--- config.mk ---
export PLATFORM = sky130hd
export DESIGN_NAME = dsec_host_link
export DESIGN_NICKNAME = d
export VERILOG_FILES = /design/src/rtl/dsec_host_link.sv
export SDC_FILE = /design/constraint.sdc
export NUM_CORES = 1
export LEC_CHECK = 0
export CORE_MARGIN = 2
export CORE_UTILIZATION = 50
export DETAILED_ROUTE_END_ITERATION = 10
export PLACE_DENSITY = 0.82
export SYNTH_ARGS = -nofsm -noshare
export SYNTH_HDL_FRONTEND = slang
export SYNTH_SLANG_ARGS = --single-unit
--- constraint.sdc ---
create_clock -name clk -period 5.8 [get_ports clk]
set_input_delay 1.16 -clock clk [delete_from_list [all_inputs] [get_ports clk]]
set_output_delay 1.16 -clock clk [all_outputs]
set_load 0.005 [all_outputs]
--- src/rtl/dsec_host_link.sv ---
// dsec_host_link: host-side master for the DSEC top-level handshake.
// Feeds DSEC through a single hold register, sequences key loads and buffers results in a small FIFO.
module dsec_host_link #(
    parameter int DATA_W     = 64,
    parameter int KEY_WORDS  = 4,
    parameter int FIFO_DEPTH = 4,
    parameter int TIMEOUT    = 255
) (
    input  logic              clk,
    input  logic              rst,
    input  logic              en,
    input  logic [DATA_W-1:0] src_data,
    input  logic              src_valid,
    output logic              src_ready,
    input  logic              cfg_start,
    input  logic [DATA_W-1:0] cfg_key,
    input  logic              cfg_valid,
    output logic              cfg_done,
    output logic [DATA_W-1:0] dsec_in_data,
    output logic              dsec_in_valid,
    output logic              dsec_key_config,
    input  logic              dsec_rdy,
    input  logic [DATA_W-1:0] dsec_out_data,
    input  logic              dsec_out_valid,
    output logic              dsec_out_rcvd,
    input  logic              dsec_error,
    input  logic [63:0]       dsec_error_code,
    output logic [DATA_W-1:0] snk_data,
    output logic              snk_valid,
    input  logic              snk_ready,
    output logic              fault,
    output logic [63:0]       fault_code,
    input  logic              fault_clr
);
    localparam int PTR_W = $clog2(FIFO_DEPTH);
    localparam int CNT_W = PTR_W + 1;
    localparam logic [63:0] TIMEOUT_CODE = 64'hFFFF_FFFF_FFFF_0001;

    typedef enum logic [1:0] {S_IDLE, S_RUN, S_KEYCFG, S_FAULT} state_t;

    state_t            state_q, state_d;
    logic              hold_full_q, hold_full_d;
    logic [DATA_W-1:0] hold_data_q, hold_data_d;
    logic              cfg_pend_q, cfg_pend_d;
    logic              armed_q, armed_d;
    logic [3:0]        key_cnt_q, key_cnt_d;
    logic [7:0]        to_cnt_q, to_cnt_d;
    logic              cfg_done_q, cfg_done_d;
    logic              out_rcvd_q, out_rcvd_d;
    logic              fault_q, fault_d;
    logic [63:0]       fault_code_q, fault_code_d;
    logic [PTR_W-1:0]  wr_ptr_q, wr_ptr_d;
    logic [PTR_W-1:0]  rd_ptr_q, rd_ptr_d;
    logic [CNT_W-1:0]  count_q, count_d;
    logic [DATA_W-1:0] fifo_mem_q [FIFO_DEPTH];

    logic in_run, in_key, active, stall, timeout_hit, go_fault, key_last, clr_fault;
    logic run_ready, consume, load, push, pop, fifo_full, fifo_empty;

    assign in_run      = (state_q == S_RUN);
    assign in_key      = (state_q == S_KEYCFG);
    assign active      = in_run | in_key;
    assign clr_fault   = (state_q == S_FAULT) & fault_clr;
    assign stall       = in_run & hold_full_q & ~dsec_rdy;
    assign timeout_hit = stall & (to_cnt_q == 8'(TIMEOUT - 1));
    // A DSEC error outranks every other transition, including a final key beat.
    assign go_fault    = active & (dsec_error | timeout_hit);
    assign key_last    = in_key & cfg_valid & (key_cnt_q == 4'(KEY_WORDS - 1));
    assign fifo_full   = (count_q == CNT_W'(FIFO_DEPTH));
    assign fifo_empty  = (count_q == '0);
    assign run_ready   = in_run & ~cfg_pend_q & (~hold_full_q | dsec_rdy);
    assign consume     = in_run & hold_full_q & dsec_rdy;
    assign load        = src_valid & run_ready & ~go_fault;
    assign push        = active & dsec_out_valid & armed_q & ~fifo_full & ~go_fault;
    assign pop         = ~fifo_empty & snk_ready;

    // State register
    always_ff @(posedge clk) begin
        if (rst) begin
            state_q <= S_IDLE;
        end else begin
            state_q <= state_d;
        end
    end

    // Next-state logic
    always_comb begin
        state_d = state_q;
        case (state_q)
            S_IDLE:   if (en) state_d = S_RUN;
            S_RUN: begin
                if (go_fault)                       state_d = S_FAULT;
                else if (cfg_pend_q && !hold_full_q) state_d = S_KEYCFG;
            end
            S_KEYCFG: begin
                if (go_fault)      state_d = S_FAULT;
                else if (key_last) state_d = S_RUN;
            end
            S_FAULT:  if (fault_clr) state_d = S_IDLE;
            default:  state_d = S_IDLE;
        endcase
    end

    // Output logic
    always_comb begin
        src_ready       = 1'b0;
        dsec_in_valid   = 1'b0;
        dsec_key_config = 1'b0;
        dsec_in_data    = hold_data_q;
        case (state_q)
            S_RUN: begin
                src_ready     = run_ready;
                dsec_in_valid = hold_full_q;
            end
            S_KEYCFG: begin
                dsec_key_config = 1'b1;
                dsec_in_data    = cfg_key;
                dsec_in_valid   = cfg_valid;
            end
            default: ;
        endcase
        cfg_done      = cfg_done_q;
        dsec_out_rcvd = out_rcvd_q;
        snk_valid     = ~fifo_empty;
        snk_data      = fifo_empty ? '0 : fifo_mem_q[rd_ptr_q];
        fault         = fault_q;
        fault_code    = fault_code_q;
    end

    // Datapath next values
    always_comb begin
        hold_full_d = hold_full_q;
        hold_data_d = hold_data_q;
        if (clr_fault) begin
            hold_full_d = 1'b0;
            hold_data_d = '0;
        end else begin
            if (consume) hold_full_d = 1'b0;
            if (load) begin
                hold_full_d = 1'b1;
                hold_data_d = src_data;
            end
        end

        cfg_pend_d = cfg_pend_q;
        if (cfg_start && !cfg_pend_q && !in_key) cfg_pend_d = 1'b1;
        if ((key_last && !go_fault) || clr_fault) cfg_pend_d = 1'b0;

        key_cnt_d = '0;
        if (in_key) key_cnt_d = !cfg_valid ? key_cnt_q : (key_last ? 4'd0 : key_cnt_q + 4'd1);
        cfg_done_d = key_last & ~go_fault;

        to_cnt_d = stall ? to_cnt_q + 8'd1 : 8'd0;

        // One capture per out_valid high phase: disarm on capture, re-arm once out_valid drops.
        armed_d = armed_q;
        if (push)                armed_d = 1'b0;
        else if (!dsec_out_valid) armed_d = 1'b1;
        out_rcvd_d = push;

        fault_d      = fault_q;
        fault_code_d = fault_code_q;
        if (go_fault) begin
            fault_d      = 1'b1;
            fault_code_d = dsec_error ? dsec_error_code : TIMEOUT_CODE;
        end else if (clr_fault) begin
            fault_d = 1'b0;
        end

        wr_ptr_d = push ? wr_ptr_q + PTR_W'(1) : wr_ptr_q;
        rd_ptr_d = pop  ? rd_ptr_q + PTR_W'(1) : rd_ptr_q;
        case ({push, pop})
            2'b10:   count_d = count_q + CNT_W'(1);
            2'b01:   count_d = count_q - CNT_W'(1);
            default: count_d = count_q;
        endcase
    end

    always_ff @(posedge clk) begin
        if (rst) begin
            hold_full_q  <= 1'b0;
            hold_data_q  <= '0;
            cfg_pend_q   <= 1'b0;
            armed_q      <= 1'b1;
            key_cnt_q    <= '0;
            to_cnt_q     <= '0;
            cfg_done_q   <= 1'b0;
            out_rcvd_q   <= 1'b0;
            fault_q      <= 1'b0;
            fault_code_q <= '0;
            wr_ptr_q     <= '0;
            rd_ptr_q     <= '0;
            count_q      <= '0;
        end else begin
            hold_full_q  <= hold_full_d;
            hold_data_q  <= hold_data_d;
            cfg_pend_q   <= cfg_pend_d;
            armed_q      <= armed_d;
            key_cnt_q    <= key_cnt_d;
            to_cnt_q     <= to_cnt_d;
            cfg_done_q   <= cfg_done_d;
            out_rcvd_q   <= out_rcvd_d;
            fault_q      <= fault_d;
            fault_code_q <= fault_code_d;
            wr_ptr_q     <= wr_ptr_d;
            rd_ptr_q     <= rd_ptr_d;
            count_q      <= count_d;
        end
    end

    // FIFO storage needs no reset; the head is masked while empty.
    always_ff @(posedge clk) begin
        if (push) fifo_mem_q[wr_ptr_q] <= dsec_out_data;
    end
endmodule

==> flow_summary.yaml, run 1 <==
timing:
  worst_slew_pin_slew_ns: 1.16
  rsz0062_at_grt: "false"
  tns_ns: 0
  skew_ns: 0.0169
  fin_ws_ns: 1.44
  max_freq_ghz: 0.229
  hold_viol: 0
  fin_crit_ns: 4.36
  slew_viol_final: 0
  setup_violations: 0
  post-route-period-util_pct: 75.2
  max_slew_margin_pct: 22.8
clocking:
  cts.sinks: 413
  cts-buffers-inserted: 41
  post_cts.repair.setup_buffers: 0
  cts_tree: "done"
  clockBufferDepth: 3
  clkLatencyLatePin_ns: 0.53
  post_cts_resize_count: 0
  htreeDepth: 2
  cts_hold_buffers: 0
  root_buffer: "clkbuf_16"
  clk_pin_slew_ns: 0.06
power_and_ir_drop:
  pwr-share-seq_pct: 40.4
  p_leak_uw: 0.00765
  pwr-share-clk_pct: 28.5
  internal-power_uw: 6650
  p_total_uw: 9160
  p_per_area_mw_per_mm2: 407
  vdd_drop_max_mv: 0.305
  swShare_pct: 27.5
  p_comb_share_pct: 31.1
  power_switching_uw: 2520
route:
  vias: 11200
  post-route-drc-count: 0
  drtAntennaViolNets: 0
  wl_per_cell_um: 21.6
  wirelength_um: 44600
  via_per_inst: 5.43
  drt_iter0_markers: 755
  first_pass_iters: 5
critical_path:
  worstPathMaxFanout: 36
  timing.rr.end: "fifo_mem_q[1][54]$_DFFE_PP_"
  worstPathRequired_ns: 4.64
  rr_startpoint: "state_q[0]$_SDFFE_PP0P_"
  cp-end-kind: "output pin"
  worstRegToRegCells: 7
  rrSetupSlack_ns: 2.11
  arrival_ns: 3.20
  path_class: "reg2out"
  startpoint_type: "flop"
floorplan:
  start_util_pct: 51.0
  core_area_mm2: 0.0317
  die_h_um: 184
  dieArea_mm2: 0.0338
  pin_count: 466
  rows: 65
  die_x_um: 184
synth:
  synth_cell_types: 43
  async_flop_share_pct: 0
  syn_inst: 1173
  netlist_area_mm2: 0.0162
  synthTopCellsByArea: "edfxtp_1 (47%), dfxtp_1 (19%), mux4_2 (8.9%), mux2_2 (4.5%), nand2_1 (3.2%)"
  ys.flop_type: "edfxtp_1"
  seq_area_frac_synth_pct: 66.9
  synth_edf_count: 256
  synth_largest_area_cell: "edfxtp_1"
  ys_warn_count: 0
  synth_seq_cells: 413
  syn_area_per_cell_um2: 13.8
  netlist.area_leader.share_pct: 47.5
  synth_fp_nets: 1453
finish:
  drive_gt1_share_pct: 13.8
  layout_common_cells: "clkdlybuf4s50_1 (464), edfxtp_1 (256), dfxtp_1 (155)"
  syn_to_final_growth_pct: 39.2
  final_common_cell: "clkdlybuf4s50_1"
  nNetsFinal: 1902
hold_path:
  hold_start: "hold_data_q[51]$_SDFFE_PP0P_"
  hold_path_class: "reg2reg"
  min_delay_path_depth: 2
  whs_endpoint: "hold_data_q[51]$_SDFFE_PP0P_"
global_routing:
  antenna_found_initial: 12
  grt_first_pass_wirelength_um: 65600
  grt_usage_pct: 25.9
  grt_max_degree: 76
  grt_pass1_vias: 11500
  grt_overflow: 0
placed_design:
  post-dp-hpwl_um: 30700
  dp_slack_ns: 1.31
  numPortBuffers: 465
  gp_congestion: 0.821
run_status:
  status: "finished, final reports clean"
flow_run:
  cap_violations: 0
power groups by stage:
stage | Combinational [uW] | Clock, uW | Sequential [uW]
final | 2850 | 2610 | 3710
after global placement | 2810 | 0 | 3750
after floorplan | 1430 | 0 | 3670
after CTS | 2870 | 2670 | 3710
after detailed placement | 2860 | 0 | 3770
after global routing | 3070 | 2770 | 3750
Yosys cell counts (9+ instances only):
| master | count |
|---|---|
| edfxtp_1 | 256 |
| dfxtp_1 | 157 |
| nand2_1 | 137 |
| nor2_1 | 121 |
| and2_1 | 72 |
| a21oi_1 | 70 |
| mux2_2 | 65 |
| mux4_2 | 64 |
| clkbuf_1 | 49 |
| nor3_1 | 47 |
| a22oi_1 | 17 |
| buf_2 | 16 |
| inv_1 | 13 |
| ha_1 | 12 |
| xor2_1 | 9 |
worst max-delay path by stage:
| stage | from | endpoint | depth (start not counted) |
|---|---|---|---|
| after floorplan | dsec_error | fifo_mem_q[0][0]$_DFFE_PP_ | 4 |
| after global placement | dsec_rdy | fifo_mem_q[1][49]$_DFFE_PP_ | 6 |
| after detailed placement | dsec_rdy | fifo_mem_q[1][46]$_DFFE_PP_ | 6 |
| after CTS | state_q[0]$_SDFFE_PP0P_ | dsec_in_data[50] | 5 |
| after global routing | state_q[0]$_SDFFE_PP0P_ | dsec_in_data[32] | 5 |
| final | state_q[0]$_SDFFE_PP0P_ | dsec_in_data[32] | 5 |
cell families after synthesis:
family                     after synthesis  share of synthesized area (%)
DFF                                    413                           66.9
AOI/OAI and AO/OA                      106                           4.11
adders and majority gates               13                           1.05
xor gates and xnor gates                12                          0.649
buffers and inverters                   87                           2.14
muxes                                  132                           13.6
and+or+nand+nor                        410                           11.5
registers in the layout, summed over array words and instances (netlist names), named ones only:
name / count
to_cnt_q: 8
hold_data_q: 64
fault_code: 64
fault: 1
cfg_done: 1
fifo_mem_q: 256
armed_q: 1
state_q: 2
wr_ptr_q: 2
count_q: 3
key_cnt_q: 4
rd_ptr_q: 2
dsec_out_rcvd: 1
hold_full_q: 1
cfg_pend_q: 1
routing by layer:
metal	GRT usage (%)	vias to the layer above	wire (um)
li1	-	5157	-
met1	30.9	5466	16500
met2	44.9	496	22900
met3	5.71	99	3440
met4	12.1	2	1800
met5	0	-	13
worst max-delay path, stage by stage (launching register included):
cell	delay [ns]
dfxtp_1	0.36
inv_1	0.13
ha_2	0.73
buf_4	0.55
mux2_2	0.40
clkdlybuf4s50_1	0.48
layout make-up:
cell class / count / area, um^2
antenna: 11 / 27.5
sequential: 413 / 10800
clock inverter: 23 / 229
fill: 2092 / 9190
inverter: 14 / 52.6
tap: 402 / 503
timing repair buffer: 479 / 4750
clock buffer: 51 / 1100
multi-input combinational: 673 / 5020
through the flow:
stage	std cells	cell area, um^2	util [%]	hold WS [ns]
6_report	2066	22500	71.0	0.452
2_1_floorplan	1173	16200	-	0.434
3_3_place_gp	1981	21200	66.7	0.441
3_5_place_dp	1981	21200	66.7	0.444
5_1_grt	2065	22500	71.0	0.469
4_1_cts	2055	22500	70.9	0.453
Note: power is estimated with default switching activity, not from simulation.
==> run 2, diff against run 1 <==
--- a/config.mk
+++ b/config.mk
@@ -6,9 +6,9 @@
 export NUM_CORES = 1
 export LEC_CHECK = 0
 export CORE_MARGIN = 2
-export CORE_UTILIZATION = 50
+export CORE_UTILIZATION = 43
 export DETAILED_ROUTE_END_ITERATION = 10
-export PLACE_DENSITY = 0.82
+export PLACE_DENSITY = 0.75
 export SYNTH_ARGS = -nofsm -noshare
 export SYNTH_HDL_FRONTEND = slang
 export SYNTH_SLANG_ARGS = --single-unit
==> constraint.sdc (replaced) <==
create_clock -name clk -period 3.6 [get_ports clk]
set_input_delay 0.72 -clock clk [delete_from_list [all_inputs] [get_ports clk]]
set_output_delay 0.72 -clock clk [all_outputs]
set_load 0.005 [all_outputs]
==> run 2 against run 1 <==
Net effect: total power grew 62%; sequential share of layout area shrank 0.82 points; via count shrank 0.86%; critical path type unchanged; critical endpoint is now snk_data[12]; largest power group unchanged.
==> flow_summary.yaml, run 2 (same netlist as run 1, synthesis figures left out) <==
floorplan:
  dieArea_mm2: 0.0392
  start_util_pct: 43.3
  rows: 71
  die_h_um: 198
  pin_count: 466
  die_x_um: 198
  core_area_mm2: 0.0374
timing:
  setup_violations: 0
  rsz0062_at_grt: "false"
  max_slew_margin_pct: 27.5
  max_freq_ghz: 0.293
  post-route-period-util_pct: 94.7
  hold_viol: 0
  skew_ns: 0.0140
  worst_slew_pin_slew_ns: 1.09
  slew_viol_final: 0
  fin_ws_ns: 0.190
  tns_ns: 0
  fin_crit_ns: 3.41
finish:
  syn_to_final_growth_pct: 41.6
  top_register: "fifo_mem_q"
  layout_common_cells: "clkdlybuf4s50_1 (464), edfxtp_1 (256), dfxtp_1 (155)"
  nFillCells: 2822
  final_common_cell: "clkdlybuf4s50_1"
  fin_area_mm2: 0.0229
  drive_gt1_share_pct: 14.4
  layout.cells.non_filler: 2193
  largest_reg_flops: 256
  nNetsFinal: 1916
clocking:
  cts_tree: "done"
  clockBufferDepth: 3
  cts-buffers-inserted: 44
  cts.sinks: 413
  htreeDepth: 2
  cts_hold_buffers: 0
  clk_pin_slew_ns: 0.06
  post_cts_resize_count: 0
  clkLatencyLatePin_ns: 0.55
  post_cts.repair.setup_buffers: 0
  root_buffer: "clkbuf_16"
route:
  wirelength_um: 43200
  first_pass_iters: 6
  post-route-drc-count: 0
  wl_per_cell_um: 19.7
  drtAntennaViolNets: 0
  drt_iter0_markers: 570
  via_per_inst: 5.07
  vias: 11100
global_routing:
  antenna_found_initial: 11
  grt_overflow: 0
  grt_first_pass_wirelength_um: 65300
  grt_usage_pct: 21.9
  grt_max_degree: 68
  grt_pass1_vias: 11400
critical_path:
  arrival_ns: 2.69
  worstPathRequired_ns: 2.88
  path_class: "reg2out"
  cp-end-kind: "output pin"
  startpoint_type: "flop"
  worstPathMaxFanout: 67
  rrSetupSlack_ns: 0.63
flow_run:
  cap_violations: 0
power_and_ir_drop:
  vdd_drop_max_mv: 0.372
  p_per_area_mw_per_mm2: 649
  p_comb_share_pct: 31.7
  pwr-share-seq_pct: 39.8
  power_switching_uw: 4090
  pwr-share-clk_pct: 28.5
  p_leak_uw: 0.00776
  internal-power_uw: 10800
  swShare_pct: 27.5
placed_design:
  numPortBuffers: 465
  dp_slack_ns: 0.284
  dp.cells: 2101
  post-dp-hpwl_um: 30100
  gp_congestion: 0.874
  placed_cell_area_mm2: 0.0215
run_status:
  status: "finished, final reports clean"
hold_path:
  hold_path_class: "reg2reg"
## run 2: changes by cell type in the layout (fill, tap and decap cells not counted), sizes merged
| cell | change |
|---|---|
| diode | -1 |
| clkbuf | +2 |
| buf | +11 |
| clkinvlp | -2 |
| bufinv | -2 |
| clkinv | +10 |
## run 2: worst paths after layout
path,start,endpoint,cells past startpoint
worst max register to register,state_q[0]$_SDFFE_PP0P_,count_q[2]$_SDFFE_PP0P_,12
worst max-delay path,count_q[2]$_SDFFE_PP0P_,snk_data[12],3
worst min-delay path,hold_data_q[41]$_SDFFE_PP0P_,hold_data_q[41]$_SDFFE_PP0P_,2
worst min register to register,hold_data_q[41]$_SDFFE_PP0P_,hold_data_q[41]$_SDFFE_PP0P_,2
## run 2: metal layers
metal / up-vias / routed length (um) / track usage (%)
met5: - / 0 / 0
met4: 0 / 1220 / 7.44
met3: 67 / 3300 / 5.20
met2: 419 / 21700 / 38.3
met1: 5439 / 17000 / 26.8
li1: 5199 / - / -
## run 2: area by class of cell
class | instances | area, um^2 | share of cell area, %
antenna | 10 | 25.0 | 0.109
clock buffer | 53 | 1140 | 5.00
clock inverter | 29 | 223 | 0.972
inverter | 14 | 52.6 | 0.229
multi-input combinational | 673 | 5030 | 22.0
sequential | 413 | 10800 | 47.3
tap | 511 | 639 | 2.79
timing repair buffer | 490 | 4960 | 21.7
## run 2: power groups by stage
stage / registers (uW) / logic (uW) / clock network, uW
floorplan: 5910 / 2300 / 0
global placement: 5980 / 4680 / 0
detailed placement: 6010 / 4740 / 0
CTS: 5920 / 4770 / 4360
global route: 5980 / 5120 / 4540
finish: 5920 / 4710 / 4240
## run 2: per-stage QoR
step                hold slack [ns]  utilization (%)  power [uW]
floorplan                     0.434                -        8210
global placement              0.442             57.5       10700
detailed placement            0.447             57.5       10700
CTS                           0.455             61.2       15100
global route                  0.476             61.3       15600
finish                        0.457             61.3       14900
## run 2: worst max-delay path: stages (launching register included)
cell	delay, ns
dfxtp_1	0.34
or3_2	0.94
and2_1	0.37
clkdlybuf4s50_1	0.45
==> run 3, diff against run 2 <==
--- a/config.mk
+++ b/config.mk
@@ -9,6 +9,8 @@
 export CORE_UTILIZATION = 43
 export DETAILED_ROUTE_END_ITERATION = 10
 export PLACE_DENSITY = 0.75
+export RECOVER_POWER = 25
 export SYNTH_ARGS = -nofsm -noshare
 export SYNTH_HDL_FRONTEND = slang
 export SYNTH_SLANG_ARGS = --single-unit
+export TNS_END_PERCENT = 10
==> run 3 against run 2 <==
Net effect: first-iteration DRC count shrank 3.0%; final cell count grew 0.32%; flip-flop and latch count is the same; routed wire length shrank 0.15%; combinational power grew 2%; largest cell class unchanged; sequential share of layout area shrank 0.18 points; sequential power shrank 0.7%; clock power shrank 1%; non-clock buffer count grew 1; worst setup slack gained 0.099 ns.
==> flow_summary.yaml, run 3 (same netlist as run 1, synthesis figures left out) <==
floorplan:
  start_util_pct: 43.3
  dieArea_mm2: 0.0392
  die_x_um: 198
  pin_count: 466
  core_area_mm2: 0.0374
  rows: 71
  die_h_um: 198
critical_path:
  rr_startpoint: "state_q[1]$_SDFFE_PP0P_"
  path_class: "reg2out"
  critical_path.top_delay_family: "buffers and inverters"
  crit_buf_inv: 3
  startpoint_type: "flop"
  worstPathRequired_ns: 2.88
  slowest_delay_ns: 0.48
  crit_slowest_cell: "clkdlybuf4s50_1"
  crit_path_start: "state_q[0]$_SDFFE_PP0P_"
  cp-end-kind: "output pin"
  arrival_ns: 2.59
  worstPathMaxFanout: 27
  crit_path_cell_trace: "inv_1 -> ha_4 -> buf_12 -> mux2_2 -> clkdlybuf4s50_1"
power_and_ir_drop:
  p_per_area_mw_per_mm2: 647
  power_switching_uw: 4090
  p_comb_share_pct: 32.4
  vdd_drop_max_mv: 0.445
  pwr-share-clk_pct: 28.1
  swShare_pct: 27.5
  internal-power_uw: 10800
  pwr-share-seq_pct: 39.5
  p_leak_uw: 0.00779
finish:
  top_register: "fifo_mem_q"
  nFillCells: 2812
  syn_to_final_growth_pct: 42.1
  nNetsFinal: 1916
  multiInputGateArea_mm2: 0.00504
  layout_common_cells: "clkdlybuf4s50_1 (406), edfxtp_1 (256), dfxtp_1 (155)"
  largest_reg_flops: 256
  drive_gt1_share_pct: 14.4
  final_common_cell: "clkdlybuf4s50_1"
  seq_area_mm2: 0.0108
route:
  first_pass_iters: 5
  wirelength_um: 43100
  wl_per_cell_um: 19.6
  dr_wl_met3_um: 3490
  wl_met2_um: 21500
  vias: 11000
  via_per_inst: 5.02
  topRoutingLayerUsed: "met5"
  post-route-drc-count: 0
  drtAntennaViolNets: 0
  drt-met1-wl_um: 16700
  drt_iter0_markers: 553
clocking:
  root_buffer: "clkbuf_16"
  post_cts.repair.setup_buffers: 0
  cts.sinks: 413
  cts-buffers-inserted: 43
  clk_pin_slew_ns: 0.06
  clockBufferDepth: 3
  clkLatencyLatePin_ns: 0.58
  cts_hold_buffers: 0
  cts_tree: "done"
  htreeDepth: 2
placed_design:
  post-dp-hpwl_um: 30100
  dp_slack_ns: 0.292
  numPortBuffers: 465
  gp_congestion: 0.858
global_routing:
  grt_first_pass_wirelength_um: 64400
  grt_max_degree: 75
  antenna_found_initial: 19
  grt_usage_pct: 21.8
  grt_pass1_vias: 11300
  grt_overflow: 0
timing:
  hold_slack_ns: 0.453
  max_freq_ghz: 0.302
  worst_slew_pin_slew_ns: 0.824
  rsz0062_at_grt: "false"
  fin_ws_ns: 0.289
  max_slew_margin_pct: 45.1
  setup_violations: 0
  hold_viol: 0
  tns_ns: 0
  slew_viol_final: 0
  post-route-period-util_pct: 92.0
  fin_crit_ns: 3.31
  skew_ns: 0.0201
run_status:
  status: "finished, final reports clean"
hold_path:
  hold_path_class: "reg2reg"
  hold_start: "hold_data_q[14]$_SDFFE_PP0P_"
flow_run:
  cap_violations: 0
run 3: cell types whose count changed in the layout (fill, tap and decap cells not counted), moves of 3 or more:
| cell | before | now |
|---|---|---|
| and2_4 | 0 | 4 |
| and2_2 | 4 | 0 |
| clkdlybuf4s50_1 | 464 | 406 |
| dlygate4sd3_1 | 0 | 58 |
| clkbuf_8 | 1 | 4 |
| diode_2 | 10 | 20 |
| buf_12 | 10 | 17 |
| buf_4 | 15 | 9 |
run 3: final timing paths:
path,slack [ns],endpoint,cells past startpoint
setup reg to reg,0.66,count_q[2]$_SDFFE_PP0P_,12
hold / removal,0.45,hold_data_q[14]$_SDFFE_PP0P_,2
setup / recovery,0.29,dsec_in_data[42],5
hold reg to reg,0.45,hold_data_q[14]$_SDFFE_PP0P_,2
run 3: worst min-delay path: stages, from the launching register on:
cell     delay (ns)
dfxtp_1        0.31
nand2_1        0.05
a21oi_1        0.05
run 3: timing repair:
action / in CTS / in global routing
endpoints found under the hold margin: 0 / 0
resized for setup: 0 / 1
endpoints found under the setup margin: 0 / 44
run 3: area by class of cell:
type	count	area share, %
Timing Repair Buffer	491	22.0
Clock buffer	55	5.14
Multi-Input combinational cell	673	21.9
Clock inverter	23	0.647
Inverter	14	0.228
Antenna cell	20	0.218
Tap cell	511	2.78
Sequential cell	413	47.1
run 3: through the flow:
stage / util [%] / power, uW / instance area (um^2) / instances
2_1_floorplan: - / 8210 / 16200 / 1173
3_3_place_gp: 57.8 / 10800 / 21600 / 2102
3_5_place_dp: 57.8 / 10800 / 21600 / 2102
4_1_cts: 61.4 / 15100 / 22900 / 2180
5_1_grt: 61.5 / 15600 / 23000 / 2193
6_report: 61.5 / 14900 / 23000 / 2200
run 3: power groups by stage:
| stage | Sequential, uW | Clock, uW | Combinational (uW) |
|---|---|---|---|
| after floorplan | 5920 | 0 | 2300 |
| after global placement | 5950 | 0 | 4800 |
| after detailed placement | 5980 | 0 | 4850 |
| after CTS | 5890 | 4290 | 4890 |
| after global routing | 5940 | 4480 | 5210 |
| final | 5880 | 4180 | 4820 |
run 3: per-layer routing:
layer,vias up,GRT usage (%)
met4,4,9.19
met2,401,36.8
met5,-,0
li1,5201,-
met3,82,6.69
met1,5353,25.9
==> RTL edit, RTL diff (flow settings as in run 2) <==
Take the reset off `hold_data_q` and load it in a clocked block of its own.
--- a/src/rtl/dsec_host_link.sv
+++ b/src/rtl/dsec_host_link.sv
@@ -181,3 +181,2 @@
             hold_full_q  <= 1'b0;
-            hold_data_q  <= '0;
             cfg_pend_q   <= 1'b0;
@@ -195,3 +194,2 @@
             hold_full_q  <= hold_full_d;
-            hold_data_q  <= hold_data_d;
             cfg_pend_q   <= cfg_pend_d;
@@ -210,2 +208,6 @@
 
+    always_ff @(posedge clk) begin
+        hold_data_q <= hold_data_d;
+    end
+
     // FIFO storage needs no reset; the head is masked while empty.
Behaviour: differs if rst is asserted again (counterexample within 4 cycles, from zero or initial values and one cycle with rst high); with rst held inactive, the same outputs for 4 cycles.
==> RTL edit against run 2 <==
Global-route usage rose by 0.83 points. Sequential cell count unchanged. Design area increased by 0.10%. Highest routed layer is now met5. Cell count shrank 5.7%. Non-clock buffer count increased by 10. Sequential share of layout area is essentially flat. Sequential power up 7.3%. Clock skew up 0.00084 ns. Count of clock-buffer cells in the layout shrank 1. Power rose by 10%. Wire length increased by 4.1%. Worst setup slack lost 0.038 ns. Synthesized area fell by 0.28%.
==> RTL edit: results (changes against run 2) <==
| Metric | Value |
|---|---|
| Syn Inst Count | `1,086 (was 1,173)` |
| Hold Startpoint | `hold_data_q[5]$_SDFFE_PP0P_ (was hold_data_q[41]$_SDFFE_PP0P_)` |
| Critical path's largest stage delay | `0.50 ns (was 0.94 ns)` |
| Buffering overhead | `0.222 (was 0.217)` |
| Sequential share of cell area | `0.472 (was 0.473)` |
| Antenna violations before repair | `14 (was 11)` |
| Top cells by area, synth | `edfxtp_1, dfxtp_1, mux4_2 (unchanged)` |
| Register area share after synthesis | `0.671 (was 0.669)` |
| Status | `completed (unchanged)` |
| Clock buffer count from CTS | `43 (was 44)` |
| Syn_area_per_cell | `14.9 um2 (was 13.8 um2)` |
| Worst path arrival time | `2.73 ns (was 2.69 ns)` |
| Synth Area in XOR/XNOR | `0.00651 (was 0.00649)` |
| Routed WL | `45,000 um (was 43,200 um)` |
| Nets | `1,838 (was 1,916)` |
| Worst Skew | `0.0148 ns (was 0.0140 ns)` |
| Crit Path Max Fanout | `39 (was 67)` |
| Multi-input logic portion of the cell area | `0.217 (was 0.220)` |
| Reg2Reg Setup Slack | `0.72 ns (was 0.63 ns)` |
| Switching share of power | `0.276 (was 0.275)` |
| Placed cell area | `0.0215 mm2 (about the same)` |
| Wire per inst | `21.7 um (was 19.7 um)` |
| Worst path top cell family by delay | `buffers and inverters (was simple AND/OR/NAND/NOR gates)` |
| Setup ws final | `0.152 ns (was 0.190 ns)` |
| Post-Synth Adder-Cell Area | `0.0105 (about the same)` |
| Synth cell count leaders | `edfxtp_1, dfxtp_1, nand2_1, and2_1, a21oi_1 (was edfxtp_1, dfxtp_1, nand2_1, nor2_1, and2_1)` |
| Starting DRC count in detailed routing | `606 (was 570)` |
| Number of multi-input logic gates | `587 (was 673)` |
| Filler cells | `2,745 (was 2,822)` |
RTL edit: logic make-up (layout without fill, tap and decap cells):
| group | after synthesis | in the layout |
|---|---|---|
| other | 0 | 9 |
| AOI/OAI and AO/OA | 149 | 149 |
| adders and majority gates | 13 | 13 |
| DFF | 413 | 413 |
| xor gates and xnor gates | 12 | 12 |
| muxes | 132 | 132 |
| and+or+nand+nor | 281 | 281 |
| buffers and inverters | 86 | 591 |
RTL edit: metal layers:
layer	track usage	vias up	share of wire
met2	0.394	436	0.50
met3	0.0651	97	0.083
met4	0.101	10	0.039
met1	0.264	5370	0.37
met5	0	-	0.0014
li1	-	5014	-
RTL edit: power groups by stage:
stage	combinational, uW	clock (uW)	sequential [uW]
after global placement	5690	0	6410
final	5710	4330	6350
after global routing	6170	4610	6440
after detailed placement	5760	0	6440
after floorplan	2730	0	6250
after CTS	5790	4430	6360
